[src/rtl/display_pkg.sv]
// Shared constants for the multiplexed 7-segment display.
//   HEX_FONT  : 16-entry nibble -> active-low segment table, bit6=a .. bit0=g
//   SEG_OFF   : all segments dark (active-low)
//   AN_OFF/ON : anode drive levels (common-anode, active-low select)
//   DP_OFF    : decimal point dark
//   cnt_width : width of a counter covering 0..n-1 (never less than 1)
package display_pkg;

  localparam logic [6:0] SEG_OFF = 7'h7F;
  localparam logic       AN_OFF  = 1'b1;
  localparam logic       AN_ON   = 1'b0;
  localparam logic       DP_OFF  = 1'b1;

  // Standard hex glyphs, lowercase b and d so they are distinguishable from 8 and 0.
  localparam logic [6:0] HEX_FONT [16] = '{
    7'h01,  // 0
    7'h4F,  // 1
    7'h12,  // 2
    7'h06,  // 3
    7'h4C,  // 4
    7'h24,  // 5
    7'h20,  // 6
    7'h0F,  // 7
    7'h00,  // 8
    7'h04,  // 9
    7'h08,  // A
    7'h60,  // b
    7'h31,  // C
    7'h42,  // d
    7'h30,  // E
    7'h38   // F
  };

  function automatic int cnt_width(input int n);
    return (n > 1) ? $clog2(n) : 1;
  endfunction

endpackage

[src/rtl/hex_to_7seg.sv]
// Combinational hex nibble to active-low 7-segment pattern.
//   nibble_i : 4-bit hex digit
//   seg_o    : segments, active-low, bit6=a .. bit0=g
module hex_to_7seg
  import display_pkg::*;
(
  input  logic [3:0] nibble_i,
  output logic [6:0] seg_o
);

  assign seg_o = HEX_FONT[nibble_i];

endmodule

[src/rtl/display_7seg_scan.sv]
// Multiplexed common-anode 7-segment scanner with per-digit decimal point,
// blink and blank masks, optional leading-zero suppression, an all-off guard
// interval at the start of every digit dwell, and double-buffered loads that
// only take effect at frame boundaries.
//   clk, rst   : clock, synchronous active-high reset
//   value_in   : packed hex nibbles, digit 0 = bits [3:0] (rightmost)
//   dp_in      : decimal point enable per digit
//   blink_in   : blink enable per digit
//   blank_in   : force digit dark
//   load       : one-cycle strobe capturing value/dp/blink/blank
//   an_out     : digit select, active-low
//   seg_out    : segments, active-low, bit6=a .. bit0=g
//   dp_out     : decimal point, active-low
//   frame_done : high during the last cycle of the last digit's dwell; a load
//                seen in that cycle lands directly in the next frame
module display_7seg_scan
  import display_pkg::*;
#(
  parameter int NUM_DIGITS  = 4,
  parameter int DWELL_TICKS = 50000,
  parameter int GUARD_TICKS = 500,
  parameter int BLINK_HALF  = 25000000,
  parameter int LZ_BLANK    = 0
) (
  input  logic                    clk,
  input  logic                    rst,
  input  logic [4*NUM_DIGITS-1:0] value_in,
  input  logic [NUM_DIGITS-1:0]   dp_in,
  input  logic [NUM_DIGITS-1:0]   blink_in,
  input  logic [NUM_DIGITS-1:0]   blank_in,
  input  logic                    load,
  output logic [NUM_DIGITS-1:0]   an_out,
  output logic [6:0]              seg_out,
  output logic                    dp_out,
  output logic                    frame_done
);

  localparam int IDX_W = cnt_width(NUM_DIGITS);
  localparam int DWL_W = cnt_width(DWELL_TICKS);
  localparam int BLK_W = cnt_width(BLINK_HALF);

  localparam logic [IDX_W-1:0] IDX_LAST  = IDX_W'(NUM_DIGITS - 1);
  localparam logic [DWL_W-1:0] DWL_LAST  = DWL_W'(DWELL_TICKS - 1);
  localparam logic [DWL_W-1:0] GUARD_END = DWL_W'(GUARD_TICKS);
  localparam logic [BLK_W-1:0] BLK_LAST  = BLK_W'(BLINK_HALF - 1);

  typedef struct packed {
    logic [4*NUM_DIGITS-1:0] val;
    logic [NUM_DIGITS-1:0]   dp;
    logic [NUM_DIGITS-1:0]   blink;
    logic [NUM_DIGITS-1:0]   blank;
  } disp_buf_t;

  // Scan and blink state
  logic [IDX_W-1:0] idx_q, idx_d;
  logic [DWL_W-1:0] dwell_q, dwell_d;
  logic [BLK_W-1:0] blink_cnt_q, blink_cnt_d;
  logic             blink_on_q, blink_on_d;

  // Double buffer
  disp_buf_t act_q, act_d;
  disp_buf_t stg_q, stg_d;
  disp_buf_t in_buf;
  logic      pending_q, pending_d;

  // Registered outputs
  logic [NUM_DIGITS-1:0] an_q, an_d;
  logic [6:0]            seg_q, seg_d;
  logic                  dp_q, dp_d;
  logic                  frame_done_q, frame_done_d;

  logic dwell_wrap;
  logic frame_end;

  // Current digit view
  logic [3:0]            cur_nib;
  logic                  cur_dp;
  logic                  cur_blink;
  logic                  cur_blank;
  logic                  cur_lz;
  logic                  cur_dark;
  logic [6:0]            font_seg;
  logic [NUM_DIGITS-1:0] lz_sup;
  logic                  zero_above;

  // ---------------------------------------------------------------------------
  // Scan and blink counters
  // ---------------------------------------------------------------------------
  assign dwell_wrap = (dwell_q == DWL_LAST);
  // frame_end marks the clock edge on which the index wraps back to digit 0.
  assign frame_end  = dwell_wrap && (idx_q == IDX_LAST);

  always_comb begin
    dwell_d      = dwell_q;
    idx_d        = idx_q;
    blink_cnt_d  = blink_cnt_q;
    blink_on_d   = blink_on_q;
    frame_done_d = 1'b0;

    if (dwell_wrap) begin
      dwell_d = '0;
      idx_d   = (idx_q == IDX_LAST) ? '0 : idx_q + 1'b1;
    end else begin
      dwell_d = dwell_q + 1'b1;
    end

    if (blink_cnt_q == BLK_LAST) begin
      blink_cnt_d = '0;
      blink_on_d  = ~blink_on_q;
    end else begin
      blink_cnt_d = blink_cnt_q + 1'b1;
    end

    // Registered so it is high exactly while the wrapping cycle is current.
    frame_done_d = (idx_d == IDX_LAST) && (dwell_d == DWL_LAST);
  end

  // ---------------------------------------------------------------------------
  // Double buffer: loads go to staging and are promoted only at frame_end, so
  // the active buffer is constant for a whole frame. A load on the frame_end
  // edge itself bypasses staging.
  // ---------------------------------------------------------------------------
  always_comb begin
    in_buf       = '0;
    in_buf.val   = value_in;
    in_buf.dp    = dp_in;
    in_buf.blink = blink_in;
    in_buf.blank = blank_in;
  end

  always_comb begin
    act_d     = act_q;
    stg_d     = stg_q;
    pending_d = pending_q;

    if (load) begin
      if (frame_end) begin
        act_d     = in_buf;
        pending_d = 1'b0;
      end else begin
        stg_d     = in_buf;
        pending_d = 1'b1;
      end
    end else if (frame_end && pending_q) begin
      act_d     = stg_q;
      pending_d = 1'b0;
    end
  end

  // ---------------------------------------------------------------------------
  // Leading-zero suppression: digit d>0 goes dark when it and every digit to
  // its left hold zero. Digit 0 is never suppressed.
  // ---------------------------------------------------------------------------
  always_comb begin
    lz_sup     = '0;
    zero_above = 1'b1;
    for (int d = NUM_DIGITS - 1; d >= 1; d--) begin
      zero_above = zero_above && (act_q.val[4*d +: 4] == 4'h0);
      lz_sup[d]  = zero_above && (LZ_BLANK != 0);
    end
  end

  // ---------------------------------------------------------------------------
  // Current digit selection and output pattern
  // ---------------------------------------------------------------------------
  always_comb begin
    cur_nib   = '0;
    cur_dp    = 1'b0;
    cur_blink = 1'b0;
    cur_blank = 1'b0;
    cur_lz    = 1'b0;
    for (int d = 0; d < NUM_DIGITS; d++) begin
      if (idx_q == IDX_W'(d)) begin
        cur_nib   = act_q.val[4*d +: 4];
        cur_dp    = act_q.dp[d];
        cur_blink = act_q.blink[d];
        cur_blank = act_q.blank[d];
        cur_lz    = lz_sup[d];
      end
    end
  end

  assign cur_dark = cur_blank || (cur_blink && !blink_on_q) || cur_lz;

  hex_to_7seg u_font (
    .nibble_i (cur_nib),
    .seg_o    (font_seg)
  );

  always_comb begin
    an_d  = {NUM_DIGITS{AN_OFF}};
    seg_d = SEG_OFF;
    dp_d  = DP_OFF;
    // During the guard interval everything stays off so the previous digit's
    // pattern cannot ghost onto the newly selected anode.
    if (dwell_q >= GUARD_END) begin
      for (int d = 0; d < NUM_DIGITS; d++) begin
        if (idx_q == IDX_W'(d)) begin
          an_d[d] = AN_ON;
        end
      end
      if (!cur_dark) begin
        seg_d = font_seg;
        dp_d  = ~cur_dp;
      end
    end
  end

  // ---------------------------------------------------------------------------
  // State registers
  // ---------------------------------------------------------------------------
  always_ff @(posedge clk) begin
    if (rst) begin
      idx_q        <= '0;
      dwell_q      <= '0;
      blink_cnt_q  <= '0;
      blink_on_q   <= 1'b1;
      act_q        <= '0;
      stg_q        <= '0;
      pending_q    <= 1'b0;
      an_q         <= {NUM_DIGITS{AN_OFF}};
      seg_q        <= SEG_OFF;
      dp_q         <= DP_OFF;
      frame_done_q <= 1'b0;
    end else begin
      idx_q        <= idx_d;
      dwell_q      <= dwell_d;
      blink_cnt_q  <= blink_cnt_d;
      blink_on_q   <= blink_on_d;
      act_q        <= act_d;
      stg_q        <= stg_d;
      pending_q    <= pending_d;
      an_q         <= an_d;
      seg_q        <= seg_d;
      dp_q         <= dp_d;
      frame_done_q <= frame_done_d;
    end
  end

  assign an_out     = an_q;
  assign seg_out    = seg_q;
  assign dp_out     = dp_q;
  assign frame_done = frame_done_q;

endmodule

[config.mk]
export PLATFORM = sky130hd
export DESIGN_NAME = display_7seg_scan
export DESIGN_NICKNAME = d
export VERILOG_FILES = /design/src/rtl/display_pkg.sv /design/src/rtl/hex_to_7seg.sv /design/src/rtl/display_7seg_scan.sv
export SDC_FILE = /design/constraint.sdc
export NUM_CORES = 1
export LEC_CHECK = 0
export ABC_AREA = 0
export CAP_MARGIN = 10
export CORE_MARGIN = 8
export CORE_UTILIZATION = 62
export DETAILED_ROUTE_END_ITERATION = 8
export GPL_TIMING_DRIVEN = 0
export PLACE_DENSITY_LB_ADDON = 0.3
export SLEW_MARGIN = 20
export SYNTH_ARGS = -nofsm -noshare
export SYNTH_HDL_FRONTEND = slang
export SYNTH_SLANG_ARGS = --single-unit
[constraint.sdc]
create_clock -name clk -period 6.77 [get_ports clk]
set_clock_uncertainty 0.15 [all_clocks]
set_input_delay 2.031 -clock clk [delete_from_list [all_inputs] [get_ports clk]]
set_output_delay 2.031 -clock clk [all_outputs]
set_load 0.02 [all_outputs]
==> results of run 1 <==
logic make-up (layout without fill, tap and decap cells):
logic type	after synthesis	in the layout	share of synthesized area (%)
multiplexers	31	31	5.741
buffers and inverters	59	133	5.093
XOR/XNOR	36	36	5.833
AO/OA/AOI/OAI	110	110	15.37
AND/OR/NAND/NOR	253	253	22.50
adder cells (fa/ha/maj)	14	14	3.241
flip-flops	114	114	42.22
worst paths after layout:
path	to	startpoint	depth (start not counted)
setup / recovery	act_q[17]$_SDFFE_PP0P_	load	5
hold / removal	stg_q[23]$_SDFFE_PP0P_	stg_q[23]$_SDFFE_PP0P_	2
setup reg to reg	seg_out[5]$_SDFF_PP1_	idx_q[1]$_SDFF_PP0_	9
hold reg to reg	stg_q[23]$_SDFFE_PP0P_	stg_q[23]$_SDFFE_PP0P_	2
sequential cells by signal, indices dropped and copies added, names as in the netlist:
signal,count
an_out,4
frame_done,1
dp_out,1
seg_out,7
idx_q,2
dwell_q,16
blink_cnt_q,25
act_q,28
blink_on_q,1
pending_q,1
stg_q,28
power by group through the flow:
stage          Sequential [mW]  Combinational (mW)  Clock [mW]
6_report                 0.692              0.0821       0.840
5_1_grt                  0.693              0.0899       0.877
4_1_cts                  0.692              0.0821       0.844
3_5_place_dp             0.706              0.0806           0
3_3_place_gp             0.705              0.0777           0
2_1_floorplan            0.704              0.0473           0
tightest hold or removal path: cells and delay by family, from the launching register on:
| kind | cells | cell delay, ps |
|---|---|---|
| compound gates | 1 | 50 |
| flops | 1 | 310 |
| simple gates | 1 | 50 |
cells in the mapped netlist, types with 2 or more instances:
library cell	instances	area share, %
nor4_1	8	0.93
nand2_1	87	6.0
buf_2	13	1.2
and3_1	6	0.69
nor2b_1	4	0.46
a21oi_1	38	3.5
ha_1	14	3.2
o211a_1	2	0.37
xnor2_1	25	4.1
and2_1	2	0.23
nor4b_1	2	0.32
clkbuf_1	17	1.2
o21ai_0	12	1.1
and4_1	8	1.3
nor3_1	9	0.83
a211oi_1	14	1.9
o22ai_1	2	0.23
xor2_1	11	1.8
or3_1	3	0.35
o221ai_1	5	0.81
inv_1	20	1.4
buf_1	2	0.14
a31oi_1	2	0.23
nand4_1	11	1.3
buf_4	4	0.56
buf_6	3	0.62
dfxtp_1	114	42
nand3b_1	5	0.69
nor2_1	79	5.5
a221oi_1	3	0.49
nor3b_1	4	0.56
nand3_1	16	1.5
mux2i_1	31	5.7
nand2b_1	4	0.46
a211oi_2	20	4.6
per-stage QoR:
| stage | total power, mW | area, um2 | utilization, % | setup slack (ps) | hold slack, ps |
|---|---|---|---|---|---|
| CTS | 1.618 | 6528 | 75.96 | 2918 | 306.0 |
| finish | 1.614 | 6528 | 75.96 | 2894 | 306.0 |
| detailed placement | 0.7868 | 5961 | 69.37 | 2515 | 298.5 |
| global placement | 0.7831 | 5961 | 69.37 | 2548 | 290.7 |
| global route | 1.660 | 6528 | 75.96 | 2847 | 323.8 |
| floorplan | 0.7515 | 5405 | - | 3398 | 285.7 |
cells in the final DEF (no fill, tap or decap), types with 4 or more instances in the layout:
master | netlist | routed
inv_1 | 20 | 20
and3_1 | 6 | 6
nand4_1 | 11 | 11
ha_1 | 14 | 14
nor3_1 | 9 | 9
nand3b_1 | 5 | 5
mux2i_1 | 31 | 31
a211oi_2 | 20 | 20
nor3b_1 | 4 | 4
nor2b_1 | 4 | 4
o21ai_0 | 12 | 12
nand3_1 | 16 | 16
clkbuf_1 | 17 | 17
clkdlybuf4s50_1 | 0 | 42
nor4_1 | 8 | 8
xnor2_1 | 25 | 25
xor2_1 | 11 | 11
o221ai_1 | 5 | 5
a21oi_1 | 38 | 38
nand2b_1 | 4 | 4
nand2_1 | 87 | 87
and4_1 | 8 | 8
nor2_1 | 79 | 79
inv_6 | 0 | 4
buf_2 | 13 | 13
a211oi_1 | 14 | 14
dfxtp_1 | 114 | 114
clkbuf_16 | 0 | 16
clkinv_4 | 0 | 4
buf_4 | 4 | 4
routing by layer:
| layer | vias up | part of all wire [%] |
|---|---|---|
| met5 | - | 0 |
| met4 | 0 | 2.4 |
| met3 | 32 | 6.4 |
| met2 | 169 | 49 |
| met1 | 2220 | 43 |
| li1 | 2276 | - |
area by class of cell:
type	instances	area [um2]	area share, %
multi-input cells	444	2848	43.63
flip-flops and latches	114	2282	34.96
clock buffers	19	441.7	6.766
repair buffers	42	420.4	6.440
plain buffers	39	200.2	3.067
well taps	108	135.1	2.070
clock inverters	13	125.1	1.917
inverters	20	75.07	1.150
==> qor.csv, run 1 <==
metric,value,unit
Most used DFF post-synth,dfxtp_1,
post-synth net total,662,
RSZ-0062 raised after global routing,false,
CTS tree,built,
critical path class,input port to flop,
data required time of the critical path,6980,ps
sequential area share after synthesis,42.22,%
grt met3 use,6.506,%
Syn Std Cell Area,5405,um2
Rel. slew slack,47.86,%
Yosys reg bits,114,
CP peak stage delay,620,ps
P_int,1.230,mW
peak fanout along the critical path,10,
gr ovfl total,0,
Final Non-Filler Cells,799,
n_diodes,0,
cell row count,34,
CP top delay family,buffers and inverters,
Net Sw Frac,23.77,%
DIE WIDTH,109.4,um
Mapped Cells,617,
starting DRC count in detailed routing,275,
Post-DRT Antenna Nets,0,
pwr dens,247.2,nW/um2
Fill cells,597,
initial antenna violation count,0,
Initial Util,62.90,%
Synth warnings,0,
Clock Sinks,114,
"CTS clk-pin slew, worst paths",60,ps
post-cts resize count,0,
Die ar.,11960,um2
Buf/Inv on CP,3,
CP Data Arrival Time,4090,ps
fraction of layout cells with a size suffix above 1,11.43,%
Slew @ Worst Pin,782.1,ps
Max-Cap Viols,0,
Port Buf Inserts,42,
Placer Congestion,0.9106,
placed cells,767,
Sw Pwr,0.3836,mW
M1 GR Usage,26.49,%
Post-synth EDFFs,0,
Final Cycle Share,57.25,%
largest net degree at the start of global routing,17,
GRT Overall Usage,22.70,%
core area,8593,um2
Achievable Freq,258.0,MHz
"Clk Latency, worst-skew pair",520,ps
hold crit path type,flop to flop,
Setup crit start kind,input port,
logic gate share of total power,5.1,%
setup-violating endpoint count in the final report,0,
Final Hold Fails,0,
DRC,0,
crit path cell chain,clkdlybuf4s50_1 -> buf_2 -> clkbuf_1 -> mux2i_1 -> a211oi_2,
Hold Buf Count CTS,0,
Via-to-Cell Ratio,5.879,
Peak VDD IR,171.1,uV
maximum clock path buffer count,2,
first-pass detailed-route iteration total,5,
status,"finished, final reports clean",
"Min Clock Period, post-route",3876,ps
global-route wire length before repair,21670,um
met2 usage,38.37,%
P_leak,2.350,nW
H-tree levels,4,
GR peak layer,met2,
fin. max-slew vios,0,
Seq pwr share,42.9,%
Root Buffer,clkbuf_8,
cts bufs inserted,17,
setup total negative slack,0,ps
Syn Area/Cell,8.760,um2
DP Wirelength,8841,um
detailed-route via count,4697,
WL final,13060,um
Yosys cell types,52,
CP endpoint kind,flop,
Layout Nets,723,
die height,109.4,um
Clk network pwr share,52.0,%
"Async S/R FF share, synth",0,%
CP max-delay cell,clkbuf_1,
Post-CTS Setup Repair Bufs,0,
vias in the first global route,4618,
routed len/inst,16.34,um
# IOs,44,
"reg-to-reg slack, setup",3630,ps
Layout area overhead,20.76,%
No activity file was read; power rests on OpenSTA's default activity.
==> run 2: changes to the inputs <==
--- a/config.mk
+++ b/config.mk
@@ -8,7 +8,7 @@
 export ABC_AREA = 0
 export CAP_MARGIN = 10
 export CORE_MARGIN = 8
-export CORE_UTILIZATION = 62
+export CORE_UTILIZATION = 52
 export DETAILED_ROUTE_END_ITERATION = 8
 export GPL_TIMING_DRIVEN = 0
 export PLACE_DENSITY_LB_ADDON = 0.3
==> constraint.sdc (replaced) <==
create_clock -name clk -period 3.53 [get_ports clk]
set_clock_uncertainty 0.15 [all_clocks]
set_input_delay 1.059 -clock clk [delete_from_list [all_inputs] [get_ports clk]]
set_output_delay 1.059 -clock clk [all_outputs]
set_load 0.02 [all_outputs]
==> qor.csv, run 2 (same netlist as run 1, synthesis figures left out) <==
metric,value,unit,change
Slew @ Worst Pin,798.8,ps,+16.68 ps
fraction of layout cells with a size suffix above 1,11.29,%,-0.14 points
H-tree levels,4,,unchanged
Achievable Freq,321.8,MHz,
routed len/inst,15.12,um,-7.5%
die height,118.0,um,+7.8%
maximum clock path buffer count,2,,unchanged
CP max-delay cell,a221oi_1,,
logic gate share of total power,5.0,%,about the same
pwr dens,475.7,nW/um2,+92%
Rel. slew slack,46.26,%,-1.6 points
Final Cycle Share,88.04,%,
cell row count,37,,+8.8%
most frequent cells in the layout,"dfxtp_1 (114), nand2_1 (87), nor2_1 (79), clkdlybuf4s50_1 (42), a21oi_1 (38)",,
Placer Congestion,0.8709,,-4.4%
detailed-route via count,4527,,-3.6%
post-cts resize count,0,,unchanged
"commonest non-fill, non-tap cell in the layout",dfxtp_1,,
critical path class,flop to flop,,
Max-Cap Viols,0,,unchanged
Clk network pwr share,52.6,%,+0.6 points
Final Non-Filler Cells,827,,+3.5%
RSZ-0062 raised after global routing,false,,
first-pass detailed-route iteration total,5,,unchanged
DIE WIDTH,118.0,um,+7.8%
CP top delay family,compound AO/OA/AOI/OAI gates,,
CTS tree,built,,
Clock Sinks,114,,unchanged
hold crit path type,flop to flop,,
Post-CTS Setup Repair Bufs,0,,unchanged
final instance area,6568,um2,+0.61%
Via-to-Cell Ratio,5.474,,-6.9%
WL final,12500,um,-4.2%
Layout Nets,723,,unchanged
# IOs,44,,unchanged
"Min Clock Period, post-route",3108,ps,
Post-DRT Antenna Nets,0,,unchanged
largest net degree at the start of global routing,17,,unchanged
DRC,0,,unchanged
Largest regs,"act_q x28, stg_q x28, blink_cnt_q x25",,
CP Data Arrival Time,3340,ps,-750 ps
setup total negative slack,0,ps,unchanged
initial antenna violation count,0,,unchanged
Peak VDD IR,364.6,uV,+110%
Sw Pwr,0.7333,mW,+91%
global-route wire length before repair,21090,um,-2.7%
P_leak,2.347,nW,-0.13%
crit path cell chain,ha_1 -> clkbuf_1 -> a211oi_1 -> a221oi_1 -> inv_1 -> ha_1 -> nor2_1 -> a211oi_1 -> o21ai_0,,
setup-violating endpoint count in the final report,0,,unchanged
fin. max-slew vios,0,,unchanged
gr ovfl total,0,,unchanged
status,"finished, final reports clean",,
Root Buffer,clkbuf_8,,
Final Hold Fails,0,,unchanged
Layout area overhead,21.50,%,
PnR Total Power,3.125,mW,+94%
data required time of the critical path,3770,ps,-3210 ps
Die ar.,13910,um2,+16%
cts bufs inserted,17,,unchanged
core area,10230,um2,+19%
n_diodes,0,,unchanged
Net Sw Frac,23.47,%,-0.30 points
"Clk Latency, worst-skew pair",520,ps,about the same
placed cells,795,,+3.7%
Setup crit start kind,flop,,
"CTS clk-pin slew, worst paths",60,ps,about the same
DP Wirelength,8834,um,about the same
Hold Buf Count CTS,0,,unchanged
CP peak stage delay,620,ps,about the same
Initial Util,52.83,%,-10 points
Buf/Inv on CP,2,,-1
placed cell areas,5996,um2,+0.59%
CP endpoint kind,flop,,
peak fanout along the critical path,10,,unchanged
Seq pwr share,42.5,%,-0.4 points
starting DRC count in detailed routing,265,,-3.6%
GRT Overall Usage,18.18,%,-4.5 points
Port Buf Inserts,42,,unchanged
vias in the first global route,4463,,-3.4%
P_int,2.391,mW,+94%
## run 2: worst paths after layout
kind | startpoint | to | slack (ps) | cells after the start
worst min register to register | stg_q[21]$_SDFFE_PP0P_ | stg_q[21]$_SDFFE_PP0P_ | 300 | 2
worst max register to register | idx_q[0]$_SDFF_PP0_ | seg_out[3]$_SDFF_PP1_ | 420 | 9
worst min-delay path | stg_q[21]$_SDFFE_PP0P_ | stg_q[21]$_SDFFE_PP0P_ | 300 | 2
worst max-delay path | idx_q[0]$_SDFF_PP0_ | seg_out[3]$_SDFF_PP1_ | 420 | 9
## run 2: area by class of cell
class                      count  area, um2
inverter                      20      75.07
buffer                        39      200.2
tap                          136      170.2
clock inverter                14      153.9
timing repair buffer          42      420.4
sequential                   114       2282
multi-input combinational    444       2848
clock buffer                  18      417.9
fill                         842       3664
## run 2: worst min-delay path: cells and delay by family, from the launching register on
| kind | cells | cell delay, ps |
|---|---|---|
| flops | 1 | 300 |
| simple gates | 1 | 50 |
| compound gates | 1 | 50 |
## run 2: metrics by stage
| stage | util (%) | setup slack (ps) | hold WS (ps) |
|---|---|---|---|
| 2_1_floorplan | - | 972.1 | 285.7 |
| 3_3_place_gp | 58.60 | 210.1 | 290.9 |
| 3_5_place_dp | 58.60 | 180.7 | 295.6 |
| 4_1_cts | 64.19 | 469.8 | 304.0 |
| 5_1_grt | 64.19 | 169.8 | 322.9 |
| 6_report | 64.19 | 422.2 | 301.7 |
## run 2: metal layers
layer,vias to the layer above,share of wire (%),wire length [um],track usage (%)
li1,2274,-,-,-
met1,2114,46,5701,21.69
met2,121,48,6053,31.15
met3,18,4.8,605,4.796
met4,0,1.1,142,5.685
met5,-,0,0,0
## run 2: power by group through the flow
stage | logic (mW) | clock network, mW | registers (mW)
2_1_floorplan | 0.0907 | 0 | 1.35
3_3_place_gp | 0.151 | 0 | 1.35
3_5_place_dp | 0.155 | 0 | 1.35
4_1_cts | 0.156 | 1.66 | 1.33
5_1_grt | 0.173 | 1.73 | 1.33
6_report | 0.155 | 1.64 | 1.33
